$ cat src/rtl/mdio_arbiter.sv
// Round-robin arbiter sharing one MDIO management master between N_REQ requesters.
// Each requester owns a single command slot; the FSM sequences the master's strobe/busy handshake.
module mdio_arbiter #(
    parameter int unsigned N_REQ     = 3,
    parameter int unsigned START_TMO = 16,
    parameter int unsigned DONE_TMO  = 4096
) (
    input  logic                  clk,
    input  logic                  rst,
    input  logic [N_REQ-1:0]      req,
    input  logic [N_REQ-1:0]      req_wr,
    input  logic [5*N_REQ-1:0]    req_phy,
    input  logic [5*N_REQ-1:0]    req_reg,
    input  logic [16*N_REQ-1:0]   req_wdata,
    output logic [N_REQ-1:0]      pend,
    output logic [N_REQ-1:0]      done,
    output logic [N_REQ-1:0]      err,
    output logic [15:0]           rdata,
    output logic [4:0]            phy_add_o,
    output logic [4:0]            reg_add,
    output logic [15:0]           wr_data,
    output logic                  wren,
    output logic                  rden,
    input  logic                  busy,
    input  logic [15:0]           mdio_rd_data
);

    localparam int unsigned IW = $clog2(N_REQ);
    localparam int unsigned TW = $clog2(DONE_TMO);
    localparam logic [IW-1:0] LAST_RST  = IW'(N_REQ - 1);
    localparam logic [TW-1:0] START_LIM = TW'(START_TMO - 1);
    localparam logic [TW-1:0] DONE_LIM  = TW'(DONE_TMO - 1);

    typedef enum logic [2:0] {
        S_IDLE,
        S_ISSUE,
        S_WAIT_START,
        S_WAIT_DONE,
        S_COMPLETE
    } state_t;

    state_t        state;
    logic [IW-1:0] last;
    logic [IW-1:0] gnt;
    logic [TW-1:0] timer;
    logic          cur_wr;

    logic          slot_wr    [N_REQ];
    logic [4:0]    slot_phy   [N_REQ];
    logic [4:0]    slot_reg   [N_REQ];
    logic [15:0]   slot_wdata [N_REQ];

    logic [IW-1:0] win_c;
    logic          any_c;
    int unsigned   idx_c;

    // Round-robin search starting one past the most recently granted requester.
    always_comb begin
        win_c = last;
        any_c = 1'b0;
        idx_c = 0;
        for (int unsigned k = 1; k <= N_REQ; k++) begin
            idx_c = 32'(last) + k;
            if (idx_c >= N_REQ) begin
                idx_c = idx_c - N_REQ;
            end
            if (!any_c && pend[IW'(idx_c)]) begin
                any_c = 1'b1;
                win_c = IW'(idx_c);
            end
        end
    end

    always_ff @(posedge clk) begin
        if (rst) begin
            state     <= S_IDLE;
            last      <= LAST_RST;
            gnt       <= '0;
            timer     <= '0;
            cur_wr    <= 1'b0;
            pend      <= '0;
            done      <= '0;
            err       <= '0;
            rdata     <= '0;
            phy_add_o <= '0;
            reg_add   <= '0;
            wr_data   <= '0;
            wren      <= 1'b0;
            rden      <= 1'b0;
            for (int unsigned i = 0; i < N_REQ; i++) begin
                slot_wr[i]    <= 1'b0;
                slot_phy[i]   <= '0;
                slot_reg[i]   <= '0;
                slot_wdata[i] <= '0;
            end
        end else begin
            wren <= 1'b0;
            rden <= 1'b0;
            done <= '0;
            err  <= '0;

            // A request is only accepted into an empty slot.
            for (int unsigned i = 0; i < N_REQ; i++) begin
                if (req[i] && !pend[i]) begin
                    pend[i]       <= 1'b1;
                    slot_wr[i]    <= req_wr[i];
                    slot_phy[i]   <= req_phy[5*i +: 5];
                    slot_reg[i]   <= req_reg[5*i +: 5];
                    slot_wdata[i] <= req_wdata[16*i +: 16];
                end
            end

            case (state)
                S_IDLE: begin
                    if (any_c && !busy) begin
                        gnt       <= win_c;
                        last      <= win_c;
                        cur_wr    <= slot_wr[win_c];
                        phy_add_o <= slot_phy[win_c];
                        reg_add   <= slot_reg[win_c];
                        wr_data   <= slot_wr[win_c] ? slot_wdata[win_c] : 16'h0000;
                        wren      <= slot_wr[win_c];
                        rden      <= !slot_wr[win_c];
                        state     <= S_ISSUE;
                    end
                end
                S_ISSUE: begin
                    timer <= '0;
                    state <= S_WAIT_START;
                end
                S_WAIT_START: begin
                    if (busy) begin
                        timer <= '0;
                        state <= S_WAIT_DONE;
                    end else if (timer == START_LIM) begin
                        done[gnt] <= 1'b1;
                        err[gnt]  <= 1'b1;
                        state     <= S_COMPLETE;
                    end else if (timer != '1) begin
                        timer <= timer + TW'(1);
                    end
                end
                S_WAIT_DONE: begin
                    if (!busy) begin
                        done[gnt] <= 1'b1;
                        if (!cur_wr) begin
                            rdata <= mdio_rd_data;
                        end
                        state <= S_COMPLETE;
                    end else if (timer == DONE_LIM) begin
                        done[gnt] <= 1'b1;
                        err[gnt]  <= 1'b1;
                        state     <= S_COMPLETE;
                    end else if (timer != '1) begin
                        timer <= timer + TW'(1);
                    end
                end
                S_COMPLETE: begin
                    // done/err/rdata were registered on entry; release the slot on exit.
                    pend[gnt] <= 1'b0;
                    state     <= S_IDLE;
                end
                default: state <= S_IDLE;
            endcase
        end
    end

endmodule

$ cat config.mk
export PLATFORM = sky130hd
export DESIGN_NAME = mdio_arbiter
export DESIGN_NICKNAME = d
export VERILOG_FILES = /design/src/rtl/mdio_arbiter.sv
export SDC_FILE = /design/constraint.sdc
export NUM_CORES = 1
export LEC_CHECK = 0
export ABC_AREA = 1
export BUFFER_PORTS_ARGS = -buffer_cell sky130_fd_sc_hd__buf_2
export CELL_PAD_IN_SITES_DETAIL_PLACEMENT = 0
export CELL_PAD_IN_SITES_GLOBAL_PLACEMENT = 1
export CORE_ASPECT_RATIO = 1.2
export CORE_MARGIN = 10
export CORE_UTILIZATION = 40
export CTS_BUF_LIST = sky130_fd_sc_hd__clkbuf_16
export CTS_CLUSTER_DIAMETER = 60
export DETAILED_ROUTE_END_ITERATION = 7
export PLACE_DENSITY = 0.84
export SLEW_MARGIN = 0
export SYNTH_ARGS = -nofsm -noshare
export SYNTH_HDL_FRONTEND = slang
export SYNTH_SLANG_ARGS = --single-unit
$ cat constraint.sdc
create_clock -name clk -period 6.12 [get_ports clk]
set_input_delay 1.224 -clock clk [delete_from_list [all_inputs] [get_ports clk]]
set_output_delay 1.224 -clock clk [all_outputs]
set_load 0.005 [all_outputs]
Yosys cells after proc, flatten, opt, wreduce, memory -nomap -nowiden
Memories as Yosys holds them, arrays and structs flattened. A register that Yosys moved wholly into a read port is not among the register bits.
Cells that the tools add are included.
{"block": "word_totals", "reg_bits": 63, "latch_bits": 0, "mem_bits_rw": 81, "mem_bits_ro": 0, "in_bits": 103, "output_inout_bits": 53, "elab_cells": 150, "mem_count": 4}
{"block": "op_classes", "addsub": 7, "mul": 0, "n_div": 0, "n_lt_le_gt_ge": 8, "n_eq_ne": 13, "shift": 0, "mux": 67, "bitwise_logic": 18, "reduce_logical": 21}
{"name": "slot_wdata", "depth": 3, "word_bits": 16, "read_ports": 1, "rd_clocked_by_memory_dff": 0, "write_ports": 3, "line": "51", "rtl": "logic [15:0] slot_wdata [N_REQ];"}
{"name": "slot_phy", "depth": 3, "word_bits": 5, "read_ports": 1, "rd_clocked_by_memory_dff": 1, "write_ports": 3, "line": "49", "rtl": "logic [4:0] slot_phy [N_REQ];"}
{"name": "slot_reg", "depth": 3, "word_bits": 5, "read_ports": 1, "rd_clocked_by_memory_dff": 1, "write_ports": 3, "line": "50", "rtl": "logic [4:0] slot_reg [N_REQ];"}
{"name": "slot_wr", "depth": 3, "word_bits": 1, "read_ports": 1, "rd_clocked_by_memory_dff": 0, "write_ports": 3, "line": "48", "rtl": "logic slot_wr [N_REQ];"}
{"cell": "16-bit two-way mux", "count": 4}
{"cell": "12-bit two-way mux", "count": 5}
{"cell": "12-bit one-hot mux with 3 select lines", "count": 1}
{"cell": "3-bit two-way mux", "count": 11}
{"cell": "5-bit two-way mux", "count": 6}
{"cell": "1-bit two-way mux", "count": 27}
{"cell": "12-bit by 1-bit adder with 12-bit output, second input constant", "count": 1}
{"cell": "12-bit equality test, second input constant", "count": 1}
{"cell": "12-bit by 4-bit equality test with 1-bit output, second input constant", "count": 1}
{"cell": "2-bit by 3-bit < comparator with 1-bit output, second input constant", "count": 4}
{"cell": "2-bit two-way mux", "count": 6}
{"cell": "12-bit != test, second input constant", "count": 1}
{"cell": "1-bit bitwise OR", "count": 12}
{"cell": "3-bit one-hot mux with 2 select lines", "count": 2}
{"cell": "3-bit one-hot mux with 4 select lines", "count": 1}
{"cell": "3-bit by 2-bit greater-or-equal comparator with 1-bit output, second input constant", "count": 3}
{"cell": "3-bit != test, second input constant", "count": 3}
{"cell": "1-bit logical AND", "count": 7}
{"cell": "1-bit zero test", "count": 7}
{"cell": "2-bit by 2-bit adder with 3-bit output, second input constant", "count": 2}
{"cell": "1-bit binary-select mux with 2-bit select", "count": 3}
{"cell": "3-bit by 2-bit equality test with 1-bit output, second input constant", "count": 2}
{"cell": "2-bit != test, second input constant", "count": 3}
{"cell": "3-bit AND reduction", "count": 2}
{"cell": "14 further kinds", "count": 19}

Logic depth before layout (Yosys ltp)
Gate-level depths: netlist of run 1.
{"block": "depth", "depth_word": 15, "depth_mapped": 19, "depth_no_buf": 17}

Least setup slack after synthesis of run 1
OpenSTA, ideal clock, no wires.
{"block": "synth_timing", "kind": "in2reg", "startpoint": "input rst", "endpoint": "memory slot_phy[1][0] (enable)", "setup_ns": 0.445, "arrival_ns": 2.437, "t_required_ns": 5.675, "setup_slack_ns": 3.238, "stages": 5, "path_buffers": 3, "cell_sequence": "buf_2 -> inv_1 -> buf_2 -> buf_1 -> nand2_1"}
{"item": "start, declared", "line": "9", "rtl": "input logic rst,"}
{"item": "end, declared", "line": "49"}

Worst setup path after layout of run 1
{"block": "layout_timing", "startpoint": "register last[0]", "endpoint": "register wr_data[5]"}
{"block": "layout_via", "elab_chain_cells": 14, "word_cells_on_any_way": 33, "cone_classes": "6 x add/sub; 3 x order compare; 16 x mux; 6 x reduce/logical; 2 x memory"}
{"item": "start, declared", "line": "43", "rtl": "logic [IW-1:0] last;"}
{"item": "start signal, assigned", "line": "117", "rtl": "last <= win_c;"}
{"item": "2-bit by 1-bit adder with 3-bit output", "line": "63", "rtl": "idx_c = 32'(last) + k;"}
{"item": "3-bit by 2-bit greater-or-equal comparator with 1-bit output or 2-bit subtractor (tied branches)", "line": "64, 65"}
{"item": "2-bit two-way mux", "line": "64", "rtl": "if (idx_c >= N_REQ) begin"}
{"item": "1-bit binary-select mux with 2-bit select", "line": "67", "rtl": "if (!any_c && pend[IW'(idx_c)]) begin"}
{"item": "1-bit two-way mux (implied by the code)", "line": "67"}
{"item": "1-bit two-way mux", "line": "67"}
{"item": "1-bit zero test", "line": "67"}
{"item": "1-bit logical AND", "line": "67"}
{"item": "1-bit two-way mux", "line": "67"}
{"item": "1-bit zero test", "line": "67"}
{"item": "1-bit logical AND", "line": "67"}
{"item": "2-bit two-way mux or 1-bit two-way mux (tied branches)", "line": "67"}
{"item": "memory 3 x 16 bit (tied with other cells)"}
{"item": "16-bit two-way mux or 2-bit AND reduction (tied branches)"}
{"item": "end signal, assigned", "line": "121", "rtl": "wr_data <= slot_wr[win_c] ? slot_wdata[win_c] : 16'h0000;"}
{"item": "end, declared", "line": "21", "rtl": "output logic [15:0] wr_data,"}
Several ways; a longest one is shown, not always the timed one. The select of a mux whose other input is x is not followed.
A chain may end at the register's enable or synchronous reset.

==> flow_summary.toml, run 1 <==
[outcome]
status = "finished clean"

[finish]
largest_register_ffs = 48
fillers = 1732
multi_input_area_um2 = 2590
drive_above_1_share_pct = 24.5
regMostFlops = "slot_wdata"
final_area_um2 = 8630
areaGrowthSynthToFinish_pct = 20.9
largestRegisters = "slot_wdata (48), rdata (16), wr_data (16)"
nNetsFinal = 1092
final_common_cell = "nand2_1"
most-common-layout-cells = "nand2_1, buf_2, inv_1"
register_area_um2 = 3870

[yosys]
synthArstFlopShare_pct = 0
yosysSeqAreaShare_pct = 54.2
ys_types = 40
synth-seq-cells = 153
syn_inst = 839
synth_nets = 947
yosys_most_used_dff = "edfxtp_1"
syn_area_um2 = 7140
synth-edff-count = 81
postSynthAreaPerCell_um2 = 8.52
yosys_warnings = 0

[power]
switching_share_pct = 43.1
comb_power_share_pct = 42.8
p_leak_nw = 4.48
power.switching_mw = 1.81
p_int_mw = 2.39
ir_worst_vdd_v = 0.000255
power_frac_seq_pct = 31.6
pwr_density_cell_nw_per_um2 = 487
power_frac_clock_pct = 25.6

[detailed_routing]
via_per_inst = 4.64
wirelength_um = 18200
wl_per_cell_um = 14.9
dr_total_vias = 5647
first_pass_iters = 5
dr.first_iter.drc_count = 347
ant_nets = 0
drcViolationCount = 0

[floorplan]
dieArea_um2 = 23600
die_h_um = 166
start_util_pct = 40.8
die_w_um = 142
ios = 156
core_area_um2 = 17500
rows = 53

[setup_path]
worstPathBufferInverterCount = 2
cp_max_fo = 29
critPathKind = "reg -> reg"
start_kind = "register"
critPathMaxStageDelay_ns = 0.90
worst-endpoint-arrival_ns = 4.21
cp_top_family = "simple AND/OR/NAND/NOR gates"
cp_cell_sequence = "inv_2 > ha_1 > nand2_1 > nand3_4 > nand2_4 > nand3_2 > nand3_1 > inv_2 > nand2_1 > nand3_1 > o21ai_0 > o21ai_1"
critical_path.slowest_cell = "nand3_1"
critPathRequiredTime_ns = 6.48
end_kind = "register"

[worst_hold_path]
hold_class = "reg -> reg"

[timing]
setup_viol = 0
maxSlewHeadroom_pct = 18.6
tns_ns = 0
period_share_pct = 63.1
min_period_ns = 3.86
worst_hold_slack_ns = 0.479
slew_viol_final = 0
finalHoldViolCount = 0
fin_ws_ns = 2.26
fin_skew_ns = 0.00700
rsz0062_at_grt = "no"
fmax_mhz = 259
worstMarginPinSlew_ns = 1.22

[clock_tree]
cts_tree = "done"
cts_resized = 0
clock-root-buffer = "clkbuf_16"
numCtsBuffers = 17
cts_setup_buffers = 0
htree_levels = 4
cts.sinks = 153
cts_hold_buf = 0
clockBufferDepth = 2
clk_pin_slew_worst_paths_ns = 0.06
clkLatencyLatePin_ns = 0.43

[grt]
grt_antenna_before_repair = 2
grt_pass1_vias = 5791
grt_use_total_pct = 15.4
grt_max_degree = 82
overflow = 0
grt_pass1_wl_um = 29100

[place]
portBuffers = 155
post_dp_cell_area_um2 = 8030
gp_congestion = 0.824
place_ws_ns = 2.25
hpwlAfterDp_um = 12800

[job]
cap_violations = 0
[power groups by stage]
stage | logic, mW | clock network (mW) | registers (mW)
4_1_cts | 1.82 | 1.10 | 1.33
3_5_place_dp | 1.82 | 0 | 1.35
3_3_place_gp | 1.81 | 0 | 1.35
6_report | 1.80 | 1.08 | 1.33
2_1_floorplan | 1.52 | 0 | 1.33
5_1_grt | 2.04 | 1.14 | 1.35
[synth_stat cells (all sizes together), types with 5 or more instances]
cell | n | area share [%]
nand2 | 251 | 14
inv | 126 | 6.7
edfxtp | 81 | 34
nor2 | 79 | 5.0
dfxtp | 72 | 20
nand3 | 72 | 6.3
o21ai | 65 | 4.7
a21oi | 29 | 2.5
buf | 21 | 2.1
clkbuf | 13 | 0.70
ha | 5 | 0.88
nand4 | 5 | 0.44
[per-layer routing]
metal,track usage [%],routed length (µm),up-vias
li1,-,-,2967
met1,17.6,7690,2526
met2,26.2,9230,136
met3,4.32,998,18
met4,5.83,279,0
met5,0,0,-
[stage by stage]
step	instances	total power, mW	utilization [%]
3_5_place_dp	1185	3.17	45.9
4_1_cts	1217	4.25	49.3
5_1_grt	1218	4.53	49.3
3_3_place_gp	1185	3.16	45.9
2_1_floorplan	839	2.85	-
6_report	1218	4.20	49.3
[cells by family (layout without fill, tap and decap cells)]
kind of cell	Yosys count	after routing	synth area share [%]
adder cells (fa/ha/maj)	5	5	0.876
buffers and inverters	160	318	9.51
AO/OA/AOI/OAI	105	105	8.39
XOR/XNOR	4	4	0.490
flip-flops	153	153	54.2
AND/OR/NAND/NOR	412	412	26.5
other	0	1	0
[cell type report]
class	count	share of cell area, %
diodes	1	0.0290
clock buffers	17	4.93
flip-flops and latches	153	44.9
multi-input cells	526	30.0
clock inverters	15	2.03
well taps	220	3.19
repair buffers	160	9.42
inverters	126	5.54
[final timing paths]
check,start,cells past startpoint,slack [ns],end
min reg2reg,timer[1]$_SDFFE_PP0P_,2,0.48,timer[1]$_SDFFE_PP0P_
max,last[0]$_SDFFE_PP0P_,12,2.26,wr_data[5]$_SDFFE_PP0P_
min,timer[1]$_SDFFE_PP0P_,2,0.48,timer[1]$_SDFFE_PP0P_
max reg2reg,last[0]$_SDFFE_PP0P_,12,2.26,wr_data[5]$_SDFFE_PP0P_
[worst reg2reg max path: stages (launching register included)]
cell,delay [ns]
dfxtp_1,0.48
inv_2,0.15
ha_1,0.51
nand2_1,0.15
nand3_4,0.12
nand2_4,0.08
nand3_2,0.21
nand3_1,0.90
inv_2,0.71
nand2_1,0.10
nand3_1,0.10
o21ai_0,0.13
o21ai_1,0.15
(Power assumes the default switching activity.)
==> run 2: changes to the inputs <==
--- a/config.mk
+++ b/config.mk
@@ -5,7 +5,7 @@
 export SDC_FILE = /design/constraint.sdc
 export NUM_CORES = 1
 export LEC_CHECK = 0
-export ABC_AREA = 1
+export ABC_AREA = 0
 export BUFFER_PORTS_ARGS = -buffer_cell sky130_fd_sc_hd__buf_2
 export CELL_PAD_IN_SITES_DETAIL_PLACEMENT = 0
 export CELL_PAD_IN_SITES_GLOBAL_PLACEMENT = 1
@@ -15,7 +15,7 @@
 export CTS_BUF_LIST = sky130_fd_sc_hd__clkbuf_16
 export CTS_CLUSTER_DIAMETER = 60
 export DETAILED_ROUTE_END_ITERATION = 7
-export PLACE_DENSITY = 0.84
+export PLACE_DENSITY = 0.82
 export SLEW_MARGIN = 0
 export SYNTH_ARGS = -nofsm -noshare
 export SYNTH_HDL_FRONTEND = slang
==> constraint.sdc (replaced) <==
create_clock -name clk -period 3.8 [get_ports clk]
set_input_delay 0.76 -clock clk [delete_from_list [all_inputs] [get_ports clk]]
set_output_delay 0.76 -clock clk [all_outputs]
set_load 0.005 [all_outputs]
==> run 2 against run 1 <==
Effect of this change:
- die area fell by 8.3%
- synthesized cell count fell by 32%
- clock skew rose by 0.0015 ns
- via count fell by 16%
- worst setup slack got worse by 1.9 ns
- highest routed layer unchanged
- critical path type unchanged
- sequential share of layout area rose by 3.0 points
- final area fell by 6.2%
==> flow_summary.toml, run 2 <==
[outcome]
status = "finished clean"

[yosys]
syn_inst = 574
yosys_most_used_dff = "edfxtp_1"
synthAdderAreaFrac_pct = 0.968
synthTopCellsByArea = "edfxtp_1, dfxtp_1, and2_1"
synth-seq-cells = 153
postSynthAreaPerCell_um2 = 11.3
synth_xor_xnor_area_share_pct = 0.678
ys_types = 56
synthArstFlopShare_pct = 0
syn_area_um2 = 6460
synth_mux_area_share_pct = 7.94
synth-compound-area-share_pct = 9.58
synth-edff-count = 81
synth_top_area_share_pct = 37.6
yosysSeqAreaShare_pct = 59.9
synth_top_area_cell = "edfxtp_1"
synth_nets = 682
yosys_warnings = 0
synthSimpleGateAreaFrac_pct = 18.2
synth_top_family_by_area = "simple AND/OR/NAND/NOR gates"
synth_common_cells = "and2_1, edfxtp_1, dfxtp_1"
synth.most_common_cell = "and2_1"

[floorplan]
core_area_um2 = 15800
die_w_um = 136
rows = 50
dieArea_um2 = 21700
start_util_pct = 41.0
die_h_um = 159
ios = 156

[setup_path]
regToRegEndpoint = "wr_data[11]$_SDFFE_PP0P_"
cp_max_fo = 16
critical_path.slowest_cell = "nor2_1"
worstPathBufferInverterCount = 1
r2r-start = "last[0]$_SDFFE_PP0P_"
cp.depth = 8
critPathMaxStageDelay_ns = 0.59
cp_top_family = "simple AND/OR/NAND/NOR gates"
start_kind = "register"
crit_start = "last[0]$_SDFFE_PP0P_"
r2r_cells = 8
worst-endpoint-arrival_ns = 3.73
critPathRequiredTime_ns = 4.13
end_kind = "register"
r2r_slack_ns = 0.40
critPathKind = "reg -> reg"
cp_cell_sequence = "inv_1 > ha_1 > or3b_4 > o211ai_1 > o31ai_1 > nor2_1 > nand3_2 > o21ai_0"

[timing]
worst_hold_slack_ns = 0.449
rsz0062_at_grt = "no"
slew_viol_final = 0
fin_skew_ns = 0.00845
finalHoldViolCount = 0
setup_viol = 0
min_period_ns = 3.40
maxSlewHeadroom_pct = 35.1
tns_ns = 0
period_share_pct = 89.6
fmax_mhz = 294
worstMarginPinSlew_ns = 0.966

[detailed_routing]
dr_total_vias = 4740
dr.first_iter.drc_count = 284
drcViolationCount = 0
wl_per_cell_um = 16.9
ant_nets = 0
wirelength_um = 16000
first_pass_iters = 5
via_per_inst = 5.01

[grt]
grt_use_total_pct = 14.9
grt_pass1_wl_um = 25400
overflow = 0
grt_max_degree = 51
grt_pass1_vias = 5070
grt_antenna_before_repair = 0

[clock_tree]
cts_tree = "done"
clock-root-buffer = "clkbuf_16"
numCtsBuffers = 17
cts_setup_buffers = 0
cts.sinks = 153
clkLatencyLatePin_ns = 0.42
clk_pin_slew_worst_paths_ns = 0.06
clockBufferDepth = 2
htree_levels = 4

[place]
portBuffers = 155
hpwlAfterDp_um = 11900
gp_congestion = 0.829

[power]
comb_power_share_pct = 20.3
power.switching_mw = 1.34
power_frac_clock_pct = 37.2
switching_share_pct = 28.2
power_frac_seq_pct = 42.5
pwr_density_cell_nw_per_um2 = 589
p_leak_nw = 3.39
ir_worst_vdd_v = 0.000349
p_int_mw = 3.42

[finish]
fillers = 1449
areaGrowthSynthToFinish_pct = 25.3
most-common-layout-cells = "buf_2, and2_1, edfxtp_1"
largestRegisters = "slot_wdata (48), rdata (16), wr_data (16)"
drive_above_1_share_pct = 28.7
final_common_cell = "buf_2"
finalCoreUtilization_pct = 51.4
nNetsFinal = 834
regMostFlops = "slot_wdata"
diodes = 0
largest_register_ffs = 48

[worst_hold_path]
hold_class = "reg -> reg"
hold_depth = 2
holdPathEnd = "reg_add[3]$_SDFFE_PP0P_"
worstHoldStart = "reg_add[3]$_SDFFE_PP0P_"

[job]
cap_violations = 0
## run 2: changes by cell type in the layout (fill, tap and decap cells not counted), sizes merged, moves of 16 or more
cell,previous run,this run
a21oi,29,9
a22oi,0,16
and2,0,83
inv,132,13
mux2i,0,40
nand2,251,37
nand3,72,10
o21ai,65,44
## run 2: cell families after synthesis
kind of cell,count (synthesis)
compound gates,95
xor+xnor,5
simple gates,228
mux,50
buf+inv,38
fa+ha+maj,5
flops,153
## run 2: how the worst max path moves through the flow
stage                                     end  slack, ns
detailed placement   wr_data[11]$_SDFFE_PP0P_       0.24
finish               wr_data[11]$_SDFFE_PP0P_       0.40
global placement      wr_data[9]$_SDFFE_PP0P_       0.46
global route         wr_data[11]$_SDFFE_PP0P_       0.07
CTS                  wr_data[11]$_SDFFE_PP0P_       0.23
floorplan           phy_add_o[4]$_SDFFE_PP0P_       0.91
## run 2: what timing repair did
item                                    CTS  global route
endpoints found under the hold margin     0             0
gates resized for setup                   0             1
hold buffers                              0             0
endpoints found under the setup margin    0            16
## run 2: final cells by class
type	count	area (µm²)	share of cell area (%)
clock buffers	17	425	5.25
clock inverters	15	198	2.44
inverters	9	33.8	0.417
multi-input cells	383	2440	30.1
flip-flops and latches	153	3870	47.8
well taps	208	260	3.21
repair buffers	162	866	10.7
## run 2: worst reg2reg max path, stage by stage, from the launching register on
cell and delay (ns):
dfxtp_1 0.50, inv_1 0.22, ha_1 0.42, or3b_4 0.44, o211ai_1 0.20, o31ai_1 0.23, nor2_1 0.59, nand3_2 0.42
o21ai_0 0.30
## run 2: metrics by stage
step | cells | worst slack, ns | area, µm² | power (mW)
global route | 947 | 0.0720 | 8100 | 5.00
finish | 947 | 0.397 | 8100 | 4.77
CTS | 947 | 0.229 | 8090 | 4.82
floorplan | 574 | 0.914 | 6460 | 2.72
global placement | 915 | 0.463 | 7470 | 2.99
detailed placement | 915 | 0.238 | 7470 | 3.03
## run 2: power groups by stage
stage / clock network (mW) / registers (mW) / logic (mW)
after global routing: 1.88 / 2.04 / 1.08
after CTS: 1.81 / 2.02 / 0.980
after detailed placement: 0 / 2.06 / 0.973
after global placement: 0 / 2.05 / 0.938
after floorplan: 0 / 2.02 / 0.697
final: 1.77 / 2.02 / 0.969
## run 2: per-layer routing
| metal | up-vias | share of wire, % | global-route usage (%) |
|---|---|---|---|
| met5 | - | 0 | 0 |
| met2 | 147 | 51 | 25.8 |
| met1 | 2237 | 40 | 16.0 |
| met3 | 20 | 7.1 | 5.71 |
| met4 | 0 | 1.4 | 5.14 |
| li1 | 2336 | - | - |
